**config.mk**
```make
export PLATFORM = sky130hd
export DESIGN_NAME = io_port_bank
export DESIGN_NICKNAME = d
export VERILOG_FILES = /design/src/rtl/io_port_bank_pkg.sv /design/src/rtl/io_port_bank_channel.sv /design/src/rtl/io_port_bank.sv
export SDC_FILE = /design/constraint.sdc
export NUM_CORES = 1
export LEC_CHECK = 0
export ABC_CLOCK_PERIOD_IN_PS = 6800
export CAP_MARGIN = 20
export CORE_MARGIN = 4
export CORE_UTILIZATION = 25
export DETAILED_ROUTE_END_ITERATION = 8
export DONT_BUFFER_PORTS = 1
export PLACE_DENSITY = 0.43
export SYNTH_ARGS = -nofsm -noshare
export SYNTH_HDL_FRONTEND = slang
export SYNTH_SLANG_ARGS = --single-unit
```
**constraint.sdc**
```tcl
create_clock -name clk -period 6.8 [get_ports clk]
set_clock_uncertainty 0.05 [all_clocks]
set_input_delay 0.68 -clock clk [delete_from_list [all_inputs] [get_ports clk]]
set_output_delay 0.68 -clock clk [all_outputs]
set_load 0.005 [all_outputs]
```
**src/rtl/io_port_bank_pkg.sv**
```systemverilog
// Shared constants, decode result type and address decoder for the GPIO/interrupt port bank.
package io_port_bank_pkg;

    localparam int unsigned PORT_W = 8;

    localparam logic [1:0] OFF_DATA  = 2'd0;
    localparam logic [1:0] OFF_DDR   = 2'd1;
    localparam logic [1:0] OFF_IFLAG = 2'd2;
    localparam logic [1:0] OFF_IEN   = 2'd3;

    localparam int unsigned CTRL_GIE   = 0;
    localparam int unsigned CTRL_SWNMI = 1;

    localparam int unsigned EDGE_FALL = 0;
    localparam int unsigned EDGE_RISE = 1;
    localparam int unsigned EDGE_BOTH = 2;

    typedef struct packed {
        logic       hit;
        logic [3:0] idx;
        logic [1:0] off;
    } dec_t;

    // Legacy alias decodes as port 0 DATA; CTRL and its holes decode as idx == nports.
    function automatic dec_t decode(input logic [15:0] addr, input logic [15:0] base,
                                    input int unsigned nports, input logic leg_en,
                                    input logic [15:0] leg_addr);
        dec_t        d;
        logic [15:0] rel;
        d   = '0;
        rel = addr - base;
        if (leg_en && (addr == leg_addr)) begin
            d.hit = 1'b1;
        end else if (rel < 16'(4 * nports + 4)) begin
            d.hit = 1'b1;
            d.idx = rel[5:2];
            d.off = rel[1:0];
        end
        return d;
    endfunction

endpackage

```
**src/rtl/io_port_bank_channel.sv**
```systemverilog
// One 8-bit port: DATA/DDR/IFLAG/IEN registers, pin synchroniser, edge detect and flag logic.
module io_port_bank_channel
    import io_port_bank_pkg::*;
#(
    parameter int unsigned IRQ_EDGE = EDGE_RISE
) (
    input  logic              clk,
    input  logic              reset,
    input  logic              armed_i,
    input  logic              wr_en_i,
    input  logic [1:0]        wr_off_i,
    input  logic [PORT_W-1:0] wr_data_i,
    input  logic [PORT_W-1:0] pin_i,
    output logic [PORT_W-1:0] out_o,
    output logic [PORT_W-1:0] oe_o,
    output logic [PORT_W-1:0] iflag_o,
    output logic [PORT_W-1:0] ien_o,
    output logic [PORT_W-1:0] rd_data_o,
    output logic              irq_req_o
);

    logic [PORT_W-1:0] out_q, out_d, oe_q, oe_d, iflag_q, iflag_d, ien_q, ien_d;
    logic [PORT_W-1:0] s1_q, s2_q, prev_q;
    logic [PORT_W-1:0] w1c, rise, fall, edge_hit, set;

    always_ff @(posedge clk or posedge reset) begin
        if (reset) begin
            out_q   <= '0;
            oe_q    <= '0;
            iflag_q <= '0;
            ien_q   <= '0;
            s1_q    <= '0;
            s2_q    <= '0;
            prev_q  <= '0;
        end else begin
            out_q   <= out_d;
            oe_q    <= oe_d;
            iflag_q <= iflag_d;
            ien_q   <= ien_d;
            s1_q    <= pin_i;
            s2_q    <= s1_q;
            prev_q  <= s2_q;
        end
    end

    // Register writes; a flag set in the same cycle as its W1C wins.
    always_comb begin
        out_d = out_q;
        oe_d  = oe_q;
        ien_d = ien_q;
        w1c   = '0;
        if (wr_en_i) begin
            case (wr_off_i)
                OFF_DATA:  out_d = wr_data_i;
                OFF_DDR:   oe_d  = wr_data_i;
                OFF_IFLAG: w1c   = wr_data_i;
                default:   ien_d = wr_data_i;
            endcase
        end
        rise = s2_q & ~prev_q;
        fall = ~s2_q & prev_q;
        if (IRQ_EDGE == EDGE_FALL) begin
            edge_hit = fall;
        end else if (IRQ_EDGE == EDGE_RISE) begin
            edge_hit = rise;
        end else begin
            edge_hit = rise | fall;
        end
        set     = edge_hit & ~oe_q & {PORT_W{armed_i}};
        iflag_d = (iflag_q & ~w1c) | set;
    end

    assign out_o     = out_q;
    assign oe_o      = oe_q;
    assign iflag_o   = iflag_q;
    assign ien_o     = ien_q;
    assign rd_data_o = (out_q & oe_q) | (s2_q & ~oe_q);
    assign irq_req_o = |(iflag_q & ien_q);

endmodule

```
**src/rtl/io_port_bank.sv**
```systemverilog
// Memory-mapped bank of NPORTS GPIO ports with CTRL register, legacy alias and irq/nmi outputs.
module io_port_bank
    import io_port_bank_pkg::*;
#(
    parameter int unsigned NPORTS      = 2,
    parameter logic [15:0] BASE        = 16'hbfe0,
    parameter bit          LEGACY_EN   = 1'b1,
    parameter logic [15:0] LEGACY_ADDR = 16'hbffc,
    parameter int unsigned IRQ_EDGE    = EDGE_RISE
) (
    input  logic                     clk,
    input  logic                     reset,
    input  logic [15:0]              address,
    input  logic [15:0]              address_next,
    input  logic                     write_next,
    input  logic                     ready,
    input  logic [7:0]               data_i,
    output logic [7:0]               data_o,
    output logic                     hit,
    input  logic [PORT_W*NPORTS-1:0] port_in,
    output logic [PORT_W*NPORTS-1:0] port_out,
    output logic [PORT_W*NPORTS-1:0] port_oe,
    output logic                     irq,
    output logic                     nmi
);

    logic [PORT_W-1:0] ch_out [NPORTS];
    logic [PORT_W-1:0] ch_oe [NPORTS];
    logic [PORT_W-1:0] ch_iflag [NPORTS];
    logic [PORT_W-1:0] ch_ien [NPORTS];
    logic [PORT_W-1:0] ch_rd [NPORTS];
    logic [NPORTS-1:0] ch_req;

    dec_t rd_dec, wr_dec;
    logic wr_commit, ctrl_wr;
    logic gie_q, gie_d, swnmi_q, swnmi_d, armed_q, armed_d, irq_q, irq_d, nmi_q, nmi_d;
    logic [1:0] arm_cnt_q, arm_cnt_d;
    logic [7:0] ctrl_rd;

    assign rd_dec    = decode(address, BASE, NPORTS, LEGACY_EN, LEGACY_ADDR);
    assign wr_dec    = decode(address_next, BASE, NPORTS, LEGACY_EN, LEGACY_ADDR);
    assign wr_commit = write_next & ready & wr_dec.hit;
    assign ctrl_wr   = wr_commit && (wr_dec.idx == 4'(NPORTS)) && (wr_dec.off == OFF_DATA);

    for (genvar p = 0; p < NPORTS; p++) begin : g_ch
        io_port_bank_channel #(.IRQ_EDGE(IRQ_EDGE)) u_ch (
            .clk       (clk),
            .reset     (reset),
            .armed_i   (armed_q),
            .wr_en_i   (wr_commit && (wr_dec.idx == 4'(p))),
            .wr_off_i  (wr_dec.off),
            .wr_data_i (data_i),
            .pin_i     (port_in[p*PORT_W +: PORT_W]),
            .out_o     (ch_out[p]),
            .oe_o      (ch_oe[p]),
            .iflag_o   (ch_iflag[p]),
            .ien_o     (ch_ien[p]),
            .rd_data_o (ch_rd[p]),
            .irq_req_o (ch_req[p])
        );
        assign port_out[p*PORT_W +: PORT_W] = ch_out[p];
        assign port_oe[p*PORT_W +: PORT_W]  = ch_oe[p];
    end

    // Combinational read mux; holes and misses read zero.
    always_comb begin
        ctrl_rd             = '0;
        ctrl_rd[CTRL_GIE]   = gie_q;
        ctrl_rd[CTRL_SWNMI] = swnmi_q;
        data_o              = '0;
        if (rd_dec.hit) begin
            if (rd_dec.idx == 4'(NPORTS)) begin
                if (rd_dec.off == OFF_DATA) data_o = ctrl_rd;
            end else begin
                for (int p = 0; p < int'(NPORTS); p++) begin
                    if (rd_dec.idx == 4'(p)) begin
                        case (rd_dec.off)
                            OFF_DATA:  data_o = ch_rd[p];
                            OFF_DDR:   data_o = ch_oe[p];
                            OFF_IFLAG: data_o = ch_iflag[p];
                            default:   data_o = ch_ien[p];
                        endcase
                    end
                end
            end
        end
    end
    assign hit = rd_dec.hit;

    always_ff @(posedge clk or posedge reset) begin
        if (reset) begin
            gie_q     <= 1'b0;
            swnmi_q   <= 1'b0;
            arm_cnt_q <= 2'd0;
            armed_q   <= 1'b0;
            irq_q     <= 1'b0;
            nmi_q     <= 1'b0;
        end else begin
            gie_q     <= gie_d;
            swnmi_q   <= swnmi_d;
            arm_cnt_q <= arm_cnt_d;
            armed_q   <= armed_d;
            irq_q     <= irq_d;
            nmi_q     <= nmi_d;
        end
    end

    // Arming waits until the synchroniser and previous-value stage hold real pin data.
    always_comb begin
        gie_d     = gie_q;
        swnmi_d   = swnmi_q;
        arm_cnt_d = arm_cnt_q;
        armed_d   = armed_q | (arm_cnt_q == 2'd2);
        if (arm_cnt_q != 2'd2) arm_cnt_d = arm_cnt_q + 2'd1;
        if (ctrl_wr) begin
            gie_d   = data_i[CTRL_GIE];
            swnmi_d = data_i[CTRL_SWNMI];
        end
        irq_d = (gie_q & (|ch_req)) | (LEGACY_EN & ch_out[0][0]);
        nmi_d = swnmi_q | (LEGACY_EN & ch_out[0][1]);
    end

    assign irq = irq_q;
    assign nmi = nmi_q;

endmodule

```
---- Yosys cells after proc, flatten, opt, wreduce, memory -nomap -nowiden ----
Cells that the tools add are included.
cells by class
  add/sub/neg operators ................... 3
  magnitude comparators ................... 2
  equality and inequality tests ........... 12
  muxes and demuxes ....................... 16
  bitwise logic cells ..................... 31
  reductions and logical operators ........ 16
operators by type and width
  kind                                                         number
  AND 8 bit                                                    14
  2-to-1 mux 8 bit                                             7
  inverter 8 bit                                               6
  one-hot mux 8 bit (3 select lines)                           2
  equality test 16 bit, second input constant                  2
  less-than comparator 16 x 4 -> 1 bit, second input constant  2
  bitwise OR 8 bit                                             4
  subtractor 16 bit, second input constant                     2
  OR reduction 16 bit                                          1
  2-to-1 mux 7 bit                                             2
  2-to-1 mux 6 bit                                             2
  AND reduction 2 bit                                          6
  equality test 4 x 1 -> 1 bit, second input constant          2
  equality test 4 x 2 -> 1 bit, second input constant          2
  zero test 4 bit                                              2
  equality test 2 bit, second input constant                   3
  equality test 2 x 1 -> 1 bit, second input constant          2
  logical AND 1 bit                                            4
  zero test 2 bit                                              2
  AND 1 bit                                                    3
  bitwise OR 1 bit                                             3
  OR reduction 3 bit                                           1
  adder 2 x 1 -> 2 bit, second input constant                  1
  2-to-1 mux 1 bit                                             2
  other kinds (3)                                              3
storage, ports and cells
  flip-flop bits (word level) ............. 119
  input bits .............................. 60
  output and inout port bits .............. 43
  logic and storage cells ................. 100

---- Logic depth before layout (Yosys ltp) ----
Gate-level depths: netlist of run 1.
  depth after elaboration ................. 10
  depth in mapped cells ................... 10
  depth with buffers taken out ............ 8

---- Cells and area by module ----
From an unflattened synthesis of run 1, not the netlist that was laid out.
unflattened totals
  cells, all modules ...................... 424
  area, all modules ....................... 5487.8 um^2
modules (own cells, without submodules)
  module                times used  cells an instance  area an instance (um^2)  sequential area each (um^2)
  io_port_bank_channel  2           122                2049.5                   1401.3
  io_port_bank          1           180                1388.8                   175.2

---- Worst setup path after synthesis of run 1 ----
No wires, ideal clock.
  path kind ............................... input to output
  start ................................... input port address[5]
  end ..................................... output port data_o[4]
  arrival ................................. 2.950 ns
  required time ........................... 6.070 ns
  slack ................................... 3.120 ns
  stages on the path ...................... 10
  path buffers ............................ 2
  path through ............................ ha_1 or3_1 a2111oi_2 o2111ai_1 or4b_1 buf_2 buf_6 nor4_1 nor2_1 o221a_1
between the ends
  cells in the longest elaborated chain, start to end .. 10
  elaborated cells between the ends (all ways) .. 18
  those cells by class .................... add/sub: 1; order compare: 1; eq/ne: 5; mux: 9; reduce/logical: 2
ends and longest elaborated chain
  item                                               line                    RTL
  start, declared                                    io_port_bank.sv:13      input logic [15:0] address,
  subtractor 16 bit                                  io_port_bank_pkg.sv:31  rel = addr - base;
  less-than comparator 16 x 4 -> 1 bit               io_port_bank_pkg.sv:34  end else if (rel < 16'(4 * nports + 4)) begin
  2-to-1 mux 7 bit                                   io_port_bank_pkg.sv:34
  2-to-1 mux 6 bit                                   io_port_bank_pkg.sv:32  if (leg_en && (addr == leg_addr)) begin
  equality test 2 bit, or another cell as far along  io_port_bank.sv:77      case (rd_dec.off)
  one-hot mux 8 bit (3 select lines)                 io_port_bank.sv:77
  2-to-1 mux 8 bit (2 in a row)                      io_port_bank.sv:76      if (rd_dec.idx == 4'(p)) begin
  2-to-1 mux 8 bit                                   io_port_bank.sv:72      if (rd_dec.idx == 4'(NPORTS)) begin
  2-to-1 mux 8 bit *                                 io_port_bank.sv:71      if (rd_dec.hit) begin
  end, declared                                      io_port_bank.sv:18      output logic [7:0] data_o,
Every way passes the cells marked *; elsewhere a longest branch is shown, timed or not.

---- Final worst setup path of run 1 ----
  start ................................... input port address[5]
  end ..................................... output port data_o[5]
The elaborated chain is that of the path after synthesis.

==> run metrics, run 1 <==
CTS Hold Bufs=0; CP Class=input port to primary output; syn nets=521; Starting Density=0.257; final worst slack=2.65 ns; share of cells above drive strength 1=0.204; I/O pin count=103; CTS Sinks=119; CTS clock-pin slew for the worst setup and hold paths=0.05 ns; Worst EP required=6.07 ns; Die ar.=0.0242 mm2; Final Hold Viols=0; P_leak=2.75 nW; die width=156 um; Clock Tree Buf Depth=2; post-CTS resize count=0; synthesized flop and latch total=119; TritonRoute pass-1 iters=5; final setup fails=0; number of remaining DRC errors=0; Seq/Total Area, Yosys=0.547; largest net degree at the start of global routing=69; initial antenna violation count=0; post-route cell area=0.00640 mm2; Fmax achieved=0.241 GHz; async set or reset register ratio after synthesis=1.00; All-Layer GR Usage=0.143; H-tree depth=4; routed vias=3910; HP Class=input port to async pin; total gr overflow=0; routed len/inst=22.4 um; num rows=53; # diodes=0; Total Wirelength=16.9 mm; GP Congestion=0.850; CTS tree=done; Final ANT Viol Nets=0; most numerous cell in the Yosys netlist=dfrtp_1; Worst slew margin=0.421; Via density=5.17; top cells by count, synth=dfrtp_1 (119), mux2_2 (51), nand2_1 (33); area grow syn2layout=17.6%; Post-CTS Setup Bufs=0; max_cap viols=0; CP Max Fanout=15; Yosys top cell by area=dfrtp_1; Pins Over Slew Limit=0; CP arrival=3.42 ns; Cells after Synth=458; fin crit period=4.15 ns; M2 GR Usage=0.232; Clock Latency Late Sink=0.43 ns; Die Height=156 um; I/O Buffers=0; Final TNS setup=0 ns; CTS Buf Count=17; Netlist cell types=60; fillcell total=2180; DP Area=0.00578 mm2; CTS root buf=clkbuf_16; dpl ws=2.67 ns; first-pass GRT wire length=25.6 mm; post-synthesis cell area=0.00544 mm2; CP startpoint kind=input port; Final #Nets=532; DR iter-0 viols=252; Storage cell area=0.00298 mm2; DP Wirelength=11.8 mm; most common flop cell mapped by yosys=dfrtp_1; gr busiest metal=met2; Synth top area share=0.547; Max IR drop VDD=0.162 mV; pwr/cell area=272 mW/mm2; via count of the first global-routing pass=4035; synth warn=0; top post-synthesis cells by area=dfrtp_1 (55%), mux2_2 (11%), nand2_1 (2.3%); fin crit share=0.610; core area=0.0212 mm2; RSZ-0062 raised after global routing=false; M3 GR Usage=0.0555; area of the multi-input gates=0.00233 mm2; measured slew at the worst slew-check pin=0.868 ns; Post-synth EDFFs=0; Post-Syn Area per Cell=11.9 um2; status=finished clean; met1 usage=0.176; CP endpoint kind=primary output
routing by layer:
layer / vias up / part of all wire
met3: 17 / 0.065
met5: - / 0
met4: 0 / 0.019
met1: 2004 / 0.43
met2: 129 / 0.49
li1: 1760 / -
where the power goes:
part / internal, W / switching [W] / total, W
Sequential: 0.000723 / 0.00000634 / 0.000730
Combinational: 0.0000194 / 0.0000333 / 0.0000527
Clock: 0.000629 / 0.000330 / 0.000959
Total: 0.00137 / 0.000369 / 0.00174
sequential cells by signal, summed over array words and instances (netlist names):
name,flops
nmi,1
arm_cnt_q,2
g_ch.u_ch.ien_o,16
swnmi_q,1
gie_q,1
g_ch.u_ch.prev_q,16
g_ch.u_ch.iflag_o,16
g_ch.u_ch.s1_q,16
g_ch.u_ch.out_o,16
irq,1
g_ch.u_ch.oe_o,16
armed_q,1
g_ch.u_ch.s2_q,16
layout by cell type, fill, tap and decap left out, types with 8 or more instances in the layout:
| cell | count |
|---|---|
| dfrtp_1 | 119 |
| mux2_2 | 51 |
| nand2_1 | 33 |
| nor2_1 | 19 |
| inv_1 | 17 |
| clkbuf_16 | 17 |
| nand3_1 | 15 |
| a21o_1 | 15 |
| o211a_1 | 11 |
| a21oi_1 | 11 |
| nor2b_1 | 10 |
| nor4bb_1 | 10 |
| mux2i_1 | 9 |
| o21ai_0 | 8 |
| nor4b_1 | 8 |
| a221oi_1 | 8 |
layout make-up:
type                    instances  area share
clock buffers                  19      0.0707
clock inverters                12      0.0270
inverters                      18      0.0109
multi-input cells             306       0.364
flip-flops and latches        119       0.465
well taps                     275      0.0537
repair buffers                  7     0.00821
through the flow:
stage          power (W)  instances  utilization  hold WS [ns]
5_1_grt          0.00180        756        0.302         0.209
3_3_place_gp    0.000795        725        0.272         0.288
2_1_floorplan   0.000785        458            -         0.281
4_1_cts          0.00176        756        0.302         0.214
3_5_place_dp    0.000796        725        0.272         0.285
6_report         0.00174        756        0.302         0.189
kinds of logic after synthesis:
group                    after synthesis  share of synthesized area
AND/OR/NAND/NOR                      143                      0.153
flip-flops                           119                      0.547
AO/OA/AOI/OAI                         98                      0.142
multiplexers                          60                      0.122
buffers and inverters                 33                     0.0255
adder cells (fa/ha/maj)                3                    0.00690
XOR/XNOR                               2                    0.00322
worst paths after layout:
check / to / depth (start not counted) / startpoint / slack (ns)
setup reg to reg: irq$_DFF_PP0_ / 4 / g_ch[1].u_ch.ien_o[5]$_DFFE_PP0P_ / 5.24
hold reg to reg: g_ch[0].u_ch.s2_q[3]$_DFF_PP0_ / 0 / g_ch[0].u_ch.s1_q[3]$_DFF_PP0_ / 0.29
min in group clk: g_ch[0].u_ch.s1_q[6]$_DFF_PP0_ / 0 / port_in[6] / 0.23
setup / recovery: data_o[5] / 8 / address[5] / 2.65
max in group asynchronous: g_ch[0].u_ch.out_o[0]$_DFFE_PP0P_ / 2 / reset / 5.16
hold / removal: g_ch[1].u_ch.s1_q[6]$_DFF_PP0_ / 1 / reset / 0.19
critical path, cell delays in order:
cell and delay [ns]:
ha_1 0.21, or3_1 0.34, a2111oi_2 0.40, o2111ai_1 0.26, or4b_1 0.87, nor4_1 0.31
nor2_1 0.08, o221a_1 0.26
Note: power is estimated with default switching activity, not from simulation.
==> inputs of run 2 (changes only) <==
--- a/config.mk
+++ b/config.mk
@@ -5,13 +5,13 @@
 export SDC_FILE = /design/constraint.sdc
 export NUM_CORES = 1
 export LEC_CHECK = 0
-export ABC_CLOCK_PERIOD_IN_PS = 6800
+export ABC_CLOCK_PERIOD_IN_PS = 3800
 export CAP_MARGIN = 20
 export CORE_MARGIN = 4
 export CORE_UTILIZATION = 25
 export DETAILED_ROUTE_END_ITERATION = 8
 export DONT_BUFFER_PORTS = 1
-export PLACE_DENSITY = 0.43
+export PLACE_DENSITY = 0.45
 export SYNTH_ARGS = -nofsm -noshare
 export SYNTH_HDL_FRONTEND = slang
 export SYNTH_SLANG_ARGS = --single-unit
==> constraint.sdc (replaced) <==
create_clock -name clk -period 3.8 [get_ports clk]
set_clock_uncertainty 0.05 [all_clocks]
set_input_delay 0.38 -clock clk [delete_from_list [all_inputs] [get_ports clk]]
set_output_delay 0.38 -clock clk [all_outputs]
set_load 0.005 [all_outputs]
==> run metrics, run 2 (synthesis gave the netlist of run 1 again) <==
CP Class=input port to primary output; core area=0.0212 mm2 (unchanged); Die ar.=0.0242 mm2 (unchanged); fin crit share=0.929; measured slew at the worst slew-check pin=0.733 ns (-0.135 ns); status=finished clean; initial antenna violation count=0 (unchanged); Worst slew margin=0.511 (+0.0898); CTS root buf=clkbuf_16; commonest non-fill, non-tap cell in the layout=dfrtp_1; final setup fails=0 (unchanged); CTS Sinks=119 (unchanged); Post-CTS Setup Bufs=0 (unchanged); I/O pin count=103 (unchanged); pwr/cell area=434 mW/mm2 (+59%); DR iter-0 viols=246 (-2.4%); commonest cells after routing, fill and taps aside=dfrtp_1 (119), mux2_2 (51), nand2_1 (33); CTS Buf Count=17 (unchanged); CP startpoint kind=input port; Final #Nets=554 (+4.1%); H-tree depth=4 (unchanged); CP endpoint kind=primary output; P_leak=2.79 nW (+1.3%); share of cells above drive strength 1=0.198 (-0.00614); routed len/inst=21.3 um (-5.0%); Total Wirelength=16.5 mm (-2.5%); CP Max Fanout=20 (+5); GP Congestion=0.852 (+0.22%); Pins Over Slew Limit=0 (unchanged); TritonRoute pass-1 iters=5 (unchanged); Clock Tree Buf Depth=2 (unchanged); Final Util=0.307 (+0.00513); largest net degree at the start of global routing=56 (-19%); Max IR drop VDD=0.272 mV (+68%); Fmax achieved=0.283 GHz; Final TNS setup=0 ns (unchanged); CTS clock-pin slew for the worst setup and hold paths=0.05 ns (about the same); Top delay family on crit path=compound AO/OA/AOI/OAI gates; CTS tree=done; crit-path cells=ha_1 -> or3_1 -> a2111oi_2 -> o2111ai_1 -> nor3_2 -> buf_12 -> o21ai_0 -> a32o_1 -> o32ai_1 -> buf_4; post-route cell area=0.00651 mm2 (+1.7%); Clock Latency Late Sink=0.41 ns (-0.02 ns); Via density=5.06 (-2.1%); Starting Density=0.257 (unchanged); Die Height=156 um (unchanged); RSZ-0062 raised after global routing=false; max_cap viols=0 (unchanged); DP Area=0.00583 mm2 (+0.87%); first-pass GRT wire length=25.1 mm (-2.0%); total gr overflow=0 (unchanged); I/O Buffers=0 (unchanged); CP peak stage delay=0.41 ns (-0.46 ns); Worst EP required=3.37 ns (-2.70 ns); Crit-path slowest cell=a2111oi_2; Final Hold Viols=0 (unchanged); WP buf/inv=2 (+2); via count of the first global-routing pass=4121 (+2.1%); DP Wirelength=12.0 mm (+1.3%); routed vias=3929 (+0.49%); Final ANT Viol Nets=0 (unchanged); number of remaining DRC errors=0 (unchanged); fin crit period=3.53 ns; HP Class=input port to register; # diodes=0 (unchanged); die width=156 um (unchanged); area grow syn2layout=19.6%; CP arrival=3.10 ns (-0.32 ns); All-Layer GR Usage=0.138 (-0.00488); num rows=53 (unchanged); fillcell total=2165 (-0.69%)
-- run 2: through the flow --
stage	cells	setup slack (ns)	power, W	hold slack, ns
after floorplan	458	0.213	0.00140	0.281
after global placement	730	0.410	0.00142	0.288
after detailed placement	730	0.311	0.00143	0.285
after CTS	776	0.299	0.00287	0.0224
after global routing	776	0.187	0.00294	0.0374
final	776	0.271	0.00282	0.0423
-- run 2: worst paths after layout --
check,start,endpoint,slack [ns],cells after the start
max,address[5],data_o[2],0.27,10
min in group asynchronous,reset,g_ch[1].u_ch.s1_q[3]$_DFF_PP0_,0.52,2
min reg2reg,g_ch[0].u_ch.s1_q[3]$_DFF_PP0_,g_ch[0].u_ch.s2_q[3]$_DFF_PP0_,0.30,0
max in group asynchronous,reset,g_ch[0].u_ch.prev_q[1]$_DFF_PP0_,2.37,3
min,data_i[1],swnmi_q$_DFFE_PP0P_,0.04,2
max reg2reg,g_ch[1].u_ch.ien_o[5]$_DFFE_PP0P_,irq$_DFF_PP0_,2.31,4
-- run 2: cell type report --
cell class                 instances  area [um2]  area share
timing repair buffer              29         273      0.0419
inverter                          18        70.1      0.0108
tap                              275         344      0.0528
sequential                       119        2980       0.457
clock buffer                      21         460      0.0707
clock inverter                     8        53.8     0.00826
multi-input combinational        306        2330       0.358
-- run 2: power by group --
group	total (W)	internal [W]	switching, W
Sequential	0.00131	0.00129	0.0000112
Clock	0.00141	0.000851	0.000557
Combinational	0.000110	0.0000476	0.0000625
-- run 2: worst reg2reg max path: stages, from the launching register on --
cell      delay [ns]
dfrtp_1         0.39
a22o_1          0.25
a221oi_1        0.27
nand4_1         0.20
a21o_1          0.22
-- run 2: layer usage --
metal,track usage,part of all wire,vias up
li1,-,-,1793
met1,0.177,0.43,2001
met2,0.215,0.47,117
met3,0.0569,0.081,18
met4,0.0383,0.017,0
met5,0,0,-
-- run 2: timing repair --
item,CTS,global route
gates resized for setup,0,0
hold buffers,17,0
hold endpoints to repair,68,0
